[config.mk]
export PLATFORM = sky130hd
export DESIGN_NAME = lsu_dccm_stbuf
export DESIGN_NICKNAME = d
export VERILOG_FILES = /design/src/rtl/lsu_stbuf_pkg.sv /design/src/rtl/lsu_stbuf_fwd_sel.sv /design/src/rtl/lsu_dccm_stbuf.sv
export SDC_FILE = /design/constraint.sdc
export NUM_CORES = 1
export LEC_CHECK = 0
export CAP_MARGIN = 20
export CORE_ASPECT_RATIO = 0.8
export CORE_MARGIN = 1.5
export CORE_UTILIZATION = 55
export DETAILED_ROUTE_END_ITERATION = 16
export PLACE_DENSITY = 0.79
export RECOVER_POWER = 25
export SETUP_SLACK_MARGIN = 0.2
export SLEW_MARGIN = 5
export SYNTH_ARGS = -nofsm -noshare
export SYNTH_HDL_FRONTEND = slang
export SYNTH_SLANG_ARGS = --single-unit
[constraint.sdc]
create_clock -name clk -period 7.54 [get_ports clk]
set_clock_uncertainty 0.2 [all_clocks]
set_input_delay 1.508 -clock clk [delete_from_list [all_inputs] [get_ports clk]]
set_output_delay 1.508 -clock clk [all_outputs]
set_load 0.1 [all_outputs]
[src/rtl/lsu_stbuf_pkg.sv]
// Shared types and sizing for the DCCM committed-store buffer.
// Entry layout is fixed here so the top and the forwarding selector agree.
// No logic; constants and the entry record only.
package lsu_stbuf_pkg;

   localparam int STBUF_DEPTH = 4;
   localparam int DCCM_ADDR_W = 16;
   localparam int DCCM_DATA_W = 39;
   localparam int PTR_W       = $clog2(STBUF_DEPTH);
   localparam int CNT_W       = PTR_W + 1;

   typedef struct packed {
      logic                   vld;
      logic [DCCM_ADDR_W-1:2] waddr;
      logic [DCCM_DATA_W-1:0] data;
   } stbuf_entry_t;

endpackage

[src/rtl/lsu_stbuf_fwd_sel.sv]
// Youngest-match select over buffered entries plus the incoming store word.
// Latency: purely combinational.
// Backpressure: none; evaluated every cycle regardless of freeze.
module lsu_stbuf_fwd_sel
   import lsu_stbuf_pkg::*;
(
   input  stbuf_entry_t           entries [STBUF_DEPTH],
   input  logic [PTR_W-1:0]       rd_ptr,
   input  logic                   in_vld,
   input  logic [DCCM_ADDR_W-1:2] in_waddr,
   input  logic [DCCM_DATA_W-1:0] in_data,
   input  logic [DCCM_ADDR_W-1:2] ld_waddr,
   output logic                   hit,
   output logic [DCCM_DATA_W-1:0] data
);

   logic [PTR_W-1:0] idx;

   // Walk oldest to youngest from the head; each later match overrides, incoming store last.
   always_comb begin
      hit  = 1'b0;
      data = '0;
      idx  = '0;
      for (int k = 0; k < STBUF_DEPTH; k++) begin
         idx = rd_ptr + PTR_W'(k);
         if (entries[idx].vld && (entries[idx].waddr == ld_waddr)) begin
            hit  = 1'b1;
            data = entries[idx].data;
         end
      end
      if (in_vld && (in_waddr == ld_waddr)) begin
         hit  = 1'b1;
         data = in_data;
      end
   end

endmodule

[src/rtl/lsu_dccm_stbuf.sv]
// In-order committed-store buffer draining one ECC word per cycle into the DCCM write port.
// Latency: push at edge N can write the DCCM in cycle N+1; forwarding is same-cycle.
// Backpressure: st_ready drops when full or frozen; loads win the port unless the buffer is full.
module lsu_dccm_stbuf
   import lsu_stbuf_pkg::*;
#(
   parameter int DEPTH  = STBUF_DEPTH,
   parameter int ADDR_W = DCCM_ADDR_W,
   parameter int DATA_W = DCCM_DATA_W
)(
   input  logic                     clk,
   input  logic                     rst,
   input  logic                     lsu_freeze_dc3,
   input  logic                     st_valid,
   input  logic [ADDR_W-1:0]        st_addr,
   input  logic [DATA_W-1:0]        st_data,
   output logic                     st_ready,
   input  logic                     ld_rden,
   input  logic [ADDR_W-1:0]        ld_addr_lo,
   input  logic [ADDR_W-1:0]        ld_addr_hi,
   output logic                     ld_block,
   output logic                     fwd_hit_lo,
   output logic                     fwd_hit_hi,
   output logic [DATA_W-1:0]        fwd_data_lo,
   output logic [DATA_W-1:0]        fwd_data_hi,
   output logic                     dccm_wren,
   output logic [ADDR_W-1:0]        dccm_wr_addr,
   output logic [DATA_W-1:0]        dccm_wr_data,
   output logic                     stbuf_empty,
   output logic [$clog2(DEPTH):0]   stbuf_count
);

   localparam int PW = $clog2(DEPTH);
   localparam int CW = PW + 1;

   stbuf_entry_t      entries [DEPTH];
   stbuf_entry_t      head;
   logic [PW-1:0]     wr_ptr;
   logic [PW-1:0]     rd_ptr;
   logic [CW-1:0]     count;
   logic              full;
   logic              empty;
   logic              push;
   logic              pop;
   logic              hit_lo_raw;
   logic              hit_hi_raw;
   logic [DATA_W-1:0] data_lo_raw;
   logic [DATA_W-1:0] data_hi_raw;

   assign full     = (count == CW'(DEPTH));
   assign empty    = (count == '0);
   assign st_ready = ~full & ~lsu_freeze_dc3;
   // Reset cycle neither accepts nor drains, so stale entries can never leak out.
   assign push     = st_valid & st_ready & ~rst;
   assign pop      = ~empty & ~lsu_freeze_dc3 & (~ld_rden | full) & ~rst;
   // A load only loses the port when a full buffer forces a drain.
   assign ld_block = pop & ld_rden;

   assign head         = entries[rd_ptr];
   assign dccm_wren    = pop;
   assign dccm_wr_addr = {head.waddr, 2'b00};
   assign dccm_wr_data = head.data;
   assign stbuf_empty  = empty;
   assign stbuf_count  = count;

   // Pointers, occupancy and entry storage; popped entries lose valid so they stop forwarding.
   always_ff @(posedge clk) begin
      if (rst) begin
         wr_ptr <= '0;
         rd_ptr <= '0;
         count  <= '0;
         for (int i = 0; i < DEPTH; i++) begin
            entries[i] <= '0;
         end
      end else begin
         if (push) begin
            entries[wr_ptr] <= '{vld: 1'b1, waddr: st_addr[ADDR_W-1:2], data: st_data};
            wr_ptr          <= wr_ptr + 1'b1;
         end
         if (pop) begin
            entries[rd_ptr].vld <= 1'b0;
            rd_ptr              <= rd_ptr + 1'b1;
         end
         if (push && !pop) begin
            count <= count + 1'b1;
         end else if (pop && !push) begin
            count <= count - 1'b1;
         end
      end
   end

   lsu_stbuf_fwd_sel u_fwd_lo (
      .entries  (entries),
      .rd_ptr   (rd_ptr),
      .in_vld   (push),
      .in_waddr (st_addr[ADDR_W-1:2]),
      .in_data  (st_data),
      .ld_waddr (ld_addr_lo[ADDR_W-1:2]),
      .hit      (hit_lo_raw),
      .data     (data_lo_raw)
   );

   lsu_stbuf_fwd_sel u_fwd_hi (
      .entries  (entries),
      .rd_ptr   (rd_ptr),
      .in_vld   (push),
      .in_waddr (st_addr[ADDR_W-1:2]),
      .in_data  (st_data),
      .ld_waddr (ld_addr_hi[ADDR_W-1:2]),
      .hit      (hit_hi_raw),
      .data     (data_hi_raw)
   );

   assign fwd_hit_lo  = hit_lo_raw & ~rst;
   assign fwd_hit_hi  = hit_hi_raw & ~rst;
   assign fwd_data_lo = rst ? '0 : data_lo_raw;
   assign fwd_data_hi = rst ? '0 : data_hi_raw;

   // Commit must honour st_ready; occupancy must stay within bounds.
   a_no_drop: assert property (@(posedge clk) disable iff (rst) !(st_valid && !st_ready));
   a_no_ovf:  assert property (@(posedge clk) disable iff (rst) count <= CW'(DEPTH));
   a_no_unf:  assert property (@(posedge clk) disable iff (rst) !(pop && empty));

endmodule

==> results of run 1 <==
[through the flow]
step | setup WS, ps | hold WS [ps] | std cells | total power [mW] | utilization
after floorplan | 201 | 243 | 2447 | 1.97 | -
after global placement | 652 | 249 | 2901 | 2.20 | 0.653
after detailed placement | 576 | 260 | 2901 | 2.22 | 0.653
after CTS | 562 | 269 | 2947 | 3.49 | 0.678
after global routing | 355 | 287 | 2949 | 3.61 | 0.678
final | 468 | 270 | 2950 | 3.52 | 0.678
[synthesized netlist by cell type, types with 19 or more instances]
cell type | count | share of area
a21o_1 | 42 | 0.017
a21oi_1 | 311 | 0.082
a221oi_1 | 21 | 0.0097
a22oi_1 | 44 | 0.017
and2_1 | 25 | 0.0083
buf_1 | 23 | 0.0046
buf_2 | 38 | 0.010
clkbuf_1 | 164 | 0.033
dfxtp_1 | 223 | 0.24
inv_1 | 56 | 0.011
mux2_2 | 67 | 0.040
mux2i_1 | 172 | 0.091
mux4_2 | 61 | 0.073
nand2_1 | 555 | 0.11
nand4_1 | 19 | 0.0063
nor2_1 | 104 | 0.021
nor3b_1 | 38 | 0.015
nor4_1 | 25 | 0.0083
o21ai_0 | 105 | 0.028
o221ai_2 | 29 | 0.023
xnor2_1 | 85 | 0.039
xor2_1 | 35 | 0.016
[metal layers]
| metal | up-vias | GRT usage |
|---|---|---|
| li1 | 8809 | - |
| met1 | 9635 | 0.567 |
| met2 | 1705 | 0.601 |
| met3 | 307 | 0.0944 |
| met4 | 2 | 0.172 |
| met5 | - | 0 |
[worst reg2reg max path: stages, from the launching register on]
cell and delay (ps):
dfxtp_1 470, nor2_1 100, a21oi_1 490, clkbuf_1 550
and2_0 3160, nand2_1 290, a21oi_1 250
[worst max-delay path by stage]
stage	slack (ps)	from	to	cells past startpoint
final	470	ld_addr_hi[15]	fwd_data_hi[7]	10
after global routing	350	rd_ptr[0]	fwd_data_hi[7]	11
after CTS	560	ld_addr_hi[15]	fwd_data_hi[12]	10
after detailed placement	580	ld_addr_hi[15]	fwd_data_hi[12]	10
after global placement	650	ld_addr_hi[15]	fwd_data_hi[27]	10
after floorplan	200	rd_ptr[0]	fwd_hit_lo	22
[report_power, final]
| part | internal (mW) | switching (mW) | total (mW) | leakage, nW |
|---|---|---|---|---|
| Combinational | 0.317 | 0.675 | 0.992 | 5.20 |
| Sequential | 1.20 | 0.0326 | 1.23 | 1.80 |
| Clock | 0.745 | 0.548 | 1.29 | 0.418 |
| Total | 2.26 | 1.26 | 3.52 | 7.42 |
[cell families (layout without fill, tap and decap cells)]
kind of cell / after synthesis / in the layout
other: 1 / 5
buffers and inverters: 307 / 373
and+or+nand+nor: 816 / 816
adders and majority gates: 10 / 10
AOI/OAI and AO/OA: 661 / 661
xor gates and xnor gates: 120 / 120
muxes: 308 / 308
DFF: 223 / 223
[cell type report]
cell class | count | share of cell area
antenna | 3 | 0.000329
clock buffer | 34 | 0.0297
clock inverter | 12 | 0.00739
inverter | 56 | 0.00925
multi-input combinational | 1917 | 0.582
sequential | 223 | 0.196
tap | 434 | 0.0238
timing repair buffer | 271 | 0.152
==> impl_metrics.json, run 1 <==
{
  "status": "finished, violations left",
  "failed_checks": "max-capacitance violations, max-slew violations",
  "synth_area_per_cell_um2": 7.73,
  "final_hold_viol_count": 0,
  "die_w_um": 210,
  "cts_max_path_buffers": 3,
  "worst_r2r_path_depth": 6,
  "slowest_stage": "or4_2",
  "drc_errors": 0,
  "r2r_start": "stbuf_count[0]",
  "clk-insertion-delay-late_ps": 560,
  "clock-sinks": 223,
  "max_stage_delay_ps": 960,
  "synth.distinct_cells": 71,
  "max-cap-violations": 4,
  "post_cts_resized": 0,
  "synthArstFlopShare": 0,
  "num_rows": 60,
  "synth_edf_count": 0,
  "hpwl_um": 46900,
  "syn-cell-area_um2": 18900,
  "grt_pass1_vias": 19800,
  "cts_tree": "done",
  "peakVddDrop_uv": 195,
  "synthSimpleGateAreaFrac": 0.187,
  "port_buffers": 225,
  "wl_met1_um": 28900,
  "start_kind": "primary input",
  "arrival_ps": 5360,
  "p_leak_nw": 7.42,
  "wire_per_inst_um": 25.2,
  "hold_depth": 2,
  "synth_seq_area_share": 0.236,
  "rsz0062_at_grt": "no",
  "ff2ff_setup_slack_ps": 1940,
  "ys.flop_type": "dfxtp_1",
  "num_vias": 20500,
  "drtIter0Drc": 3635,
  "drtAntennaViolNets": 0,
  "initial_core_util": 0.561,
  "io_pins": 234,
  "syn_inst": 2446,
  "layout_common_cells": "nand2_1 (551), a21oi_1 (310), dfxtp_1 (221), mux2i_1 (172), clkdlybuf4s50_1 (143)",
  "cpLargestDelayFamily": "simple AND/OR/NAND/NOR gates",
  "grtUsageTotal": 0.406,
  "fp.dieH_um": 169,
  "antenna_found_initial": 4,
  "relSlewSlack": -1.88,
  "setup_viol": 0,
  "fmax_mhz": 141,
  "via_per_inst": 6.93,
  "drive_gt1_frac": 0.157,
  "tightest_slew_ps": 4310,
  "critical_path_peak_fanout": 22,
  "die_area_um2": 35500,
  "slew_viol_final": 218,
  "crit_buf_inv": 3,
  "grt_pass1_wl_um": 113000,
  "cp_cell_sequence": "clkdlybuf4s50_1 > inv_1 > xnor2_1 > nor4_1 > o2111ai_1 > or4_2 > nand3b_4 > o32ai_1 > o32a_1 > buf_12",
  "place_area_um2": 22000,
  "power_density_nw_per_um2": 154,
  "crit_type": "primary input to primary output",
  "met2_length_um": 31600,
  "synth_compound_area_frac": 0.230,
  "clk_pin_slew_ps": 60,
  "multi_input_area_um2": 13300,
  "fin_nets": 2596,
  "fillers": 2644,
  "holdBufCountCts": 0,
  "hold_class": "flop to flop",
  "post_cts_buffers": 0,
  "required_ps": 5830,
  "synth.area.mux_share": 0.211,
  "gp_congestion": 1.02,
  "wirelength_um": 74200,
  "fin_area_um2": 22800,
  "layout_commonest_cell": "nand2_1",
  "layout_min_cycle_time_ps": 7070,
  "finalCritPeriodShare": 0.938,
  "cts-root-buf": "clkbuf_16",
  "first_pass_iters": 6,
  "regArea_um2": 4470,
  "cts_made_buffers": 25,
  "synth-adder-area-share": 0.00702,
  "htreeDepth": 1,
  "area_growth_pct": 20.9,
  "cp-end-kind": "primary output",
  "synth_top_family_by_area": "compound AO/OA/AOI/OAI gates",
  "grt_start_max_net_pins": 150,
  "synth_xor_area_frac": 0.0556,
  "ys_ff_latch": 223,
  "yosysWarnings": 0,
  "fp.coreArea_um2": 33700,
  "tns_ps": 0,
  "highest_layer": "met5",
  "dr_wl_met3_um": 10700,
  "grt.overflow.total": 0
}
Power figures use the tool's default switching activity.
==> run 2: changes to the inputs <==
- ABC_AREA: unset -> 1
==> run 2 against run 1 <==
  * The run still ends with max-capacitance violations, max-slew violations left
  * Power grew 0.42%
  * Combinational power is essentially flat
  * Worst hold slack lost 10 ps
  * Worst setup slack gained 200 ps
  * Final cell count grew 49%
  * Utilization shrank 2.2 points
  * Fmax grew 2.9%
  * Wire length grew 10%
  * Critical path depth grew 7
  * Sequential cell count is the same
==> impl_metrics.json, run 2 <==
{
  "grt_start_max_net_pins": 126,
  "crit_top_cell": "nand2_1",
  "slowest_stage": "buf_4",
  "drtAntennaViolNets": 0,
  "ys_ff_latch": 223,
  "cts_made_buffers": 27,
  "fp.coreArea_um2": 37000,
  "die_area_um2": 38500,
  "wire_per_inst_um": 18.6,
  "port_buffers": 225,
  "synth_seq_area_share": 0.217,
  "synthArstFlopShare": 0,
  "syn_inst": 3877,
  "hpwl_um": 52400,
  "drtIter0Drc": 3574,
  "die_w_um": 219,
  "syn-cell-area_um2": 20500,
  "arrival_ps": 5170,
  "synth.area.top_cells": "nand2_1 (22%), dfxtp_1 (22%), o21ai_0 (13%)",
  "cts-root-buf": "clkbuf_16",
  "fillers": 3572,
  "rsz0062_at_grt": "no",
  "synth_top_area_share": 0.221,
  "yosysTopAreaCell": "nand2_1",
  "finalCritPeriodShare": 0.912,
  "num_vias": 25400,
  "drive_gt1_frac": 0.0532,
  "start_kind": "flop",
  "initial_core_util": 0.556,
  "status": "finished, violations left",
  "cp_cell_sequence": "buf_4 > nand2_1 > nand3_1 > nand2_1 > nand2_1 > nand2_1 > nor2_1 > nand2_1 > nor2_1 > nand2_2 > buf_4 > nor2_1 > nand2_1 > nand2_1 > nand2_1 > a21oi_1 > buf_12",
  "setup_viol": 0,
  "power_density_nw_per_um2": 146,
  "gp_congestion": 1.09,
  "synth_area_per_cell_um2": 5.30,
  "grt_pass1_wl_um": 125000,
  "grt_pass1_vias": 22100,
  "num_rows": 63,
  "yosysWarnings": 0,
  "first_pass_iters": 6,
  "ys.flop_type": "dfxtp_1",
  "holdBufCountCts": 0,
  "failed_checks": "max-capacitance violations, max-slew violations",
  "synth.distinct_cells": 32,
  "max-cap-violations": 5,
  "htreeDepth": 1,
  "fmax_mhz": 145,
  "synth_edf_count": 0,
  "fp.dieH_um": 176,
  "crit_type": "flop to primary output",
  "synth_top_cells_by_count": "nand2_1 (1,207), inv_1 (567), o21ai_0 (539)",
  "hold_class": "flop to flop",
  "tightest_slew_ps": 2130,
  "relSlewSlack": -0.419,
  "antenna_found_initial": 1,
  "cts_tree": "done",
  "cp-end-kind": "primary output",
  "post_cts_resized": 0,
  "crit_buf_inv": 3,
  "grt.overflow.total": 0,
  "fin_nets": 3993,
  "slew_viol_final": 300,
  "p_leak_nw": 10.2,
  "layout_common_cells": "nand2_1 (1,199), inv_1 (566), o21ai_0 (539), nand3_1 (488), a21oi_1 (296)",
  "clk-insertion-delay-late_ps": 570,
  "via_per_inst": 5.78,
  "cts_max_path_buffers": 3,
  "critical_path_peak_fanout": 108,
  "clk_pin_slew_ps": 60,
  "required_ps": 5830,
  "layout_min_cycle_time_ps": 6870,
  "total_power_mw": 3.53,
  "clock-sinks": 223,
  "synth_most_common_cell": "nand2_1",
  "tns_ps": 0,
  "peakVddDrop_uv": 156,
  "regArea_um2": 4470,
  "max_stage_delay_ps": 860,
  "io_pins": 234,
  "layout_commonest_cell": "nand2_1",
  "multi_input_area_um2": 12600,
  "wirelength_um": 81900,
  "grtUsageTotal": 0.416,
  "cpLargestDelayFamily": "simple AND/OR/NAND/NOR gates",
  "final_hold_viol_count": 0,
  "drc_errors": 0,
  "area_growth_pct": 18.0,
  "post_cts_buffers": 0
}
==> run 2: changes by cell type in the layout (fill, tap and decap cells not counted), moves of 67 or more <==
cell / previous run / this run
xnor2_1: 85 / 4
inv_1: 54 / 566
mux2i_1: 172 / 0
nand3_1: 4 / 488
o21ai_0: 105 / 539
nand2_1: 551 / 1199
mux2_2: 67 / 0
==> run 2: metal layers <==
layer | global-route usage | wire length [µm] | vias up
met5 | 0 | 0 | -
met3 | 0.159 | 13800 | 251
met4 | 0.134 | 2780 | 0
met1 | 0.577 | 33100 | 11100
li1 | - | - | 12300
met2 | 0.586 | 32200 | 1818
==> run 2: cell type report <==
cell class,count,area share
Multi-Input combinational cell,2779,0.520
Sequential cell,223,0.184
Timing Repair Buffer,280,0.146
Inverter,580,0.0904
Clock buffer,35,0.0304
Tap cell,487,0.0251
Clock inverter,13,0.00413
Antenna cell,1,0.000103
==> run 2: cells by family (layout without fill, tap and decap cells) <==
group / count (synthesis) / after routing / share of synthesized area
adders and majority gates: 10 / 10 / 0.00646
DFF: 223 / 223 / 0.217
and+or+nand+nor: 1833 / 1833 / 0.367
xor gates and xnor gates: 28 / 28 / 0.0119
AOI/OAI and AO/OA: 906 / 906 / 0.222
other: 1 / 3 / 0.000183
buffers and inverters: 876 / 908 / 0.175
==> run 2: worst reg2reg max path: cells and delay by family, from the launching register on <==
kind / cells / cell delay (ps)
flops: 1 / 420
buf+inv: 5 / 2380
compound gates: 2 / 480
simple gates: 4 / 2060
==> run 2: final timing paths <==
kind	slack (ps)	from	end	cells past startpoint
worst min register to register	260	flop	flop	2
worst max-delay path	670	rd_ptr[0]	fwd_data_lo[34]	17
worst max register to register	1840	stbuf_count[0]	flop	11
worst min-delay path	260	flop	flop	2
==> run 2: where the power goes <==
group	switching, mW	total, mW	internal (mW)
Combinational	0.765	1.00	0.237
Sequential	0.0320	1.24	1.21
Clock	0.568	1.29	0.720
Total	1.36	3.53	2.17
==> run 2: per-stage QoR <==
step	area [µm²]	worst slack, ps	hold slack, ps	std cells	utilization
final	24200	667	260	4398	0.656
after global routing	24200	452	275	4398	0.656
after CTS	24300	930	261	4397	0.656
after detailed placement	23400	1230	252	4349	0.634
after global placement	23400	1240	250	4349	0.634
after floorplan	20500	527	239	3878	-
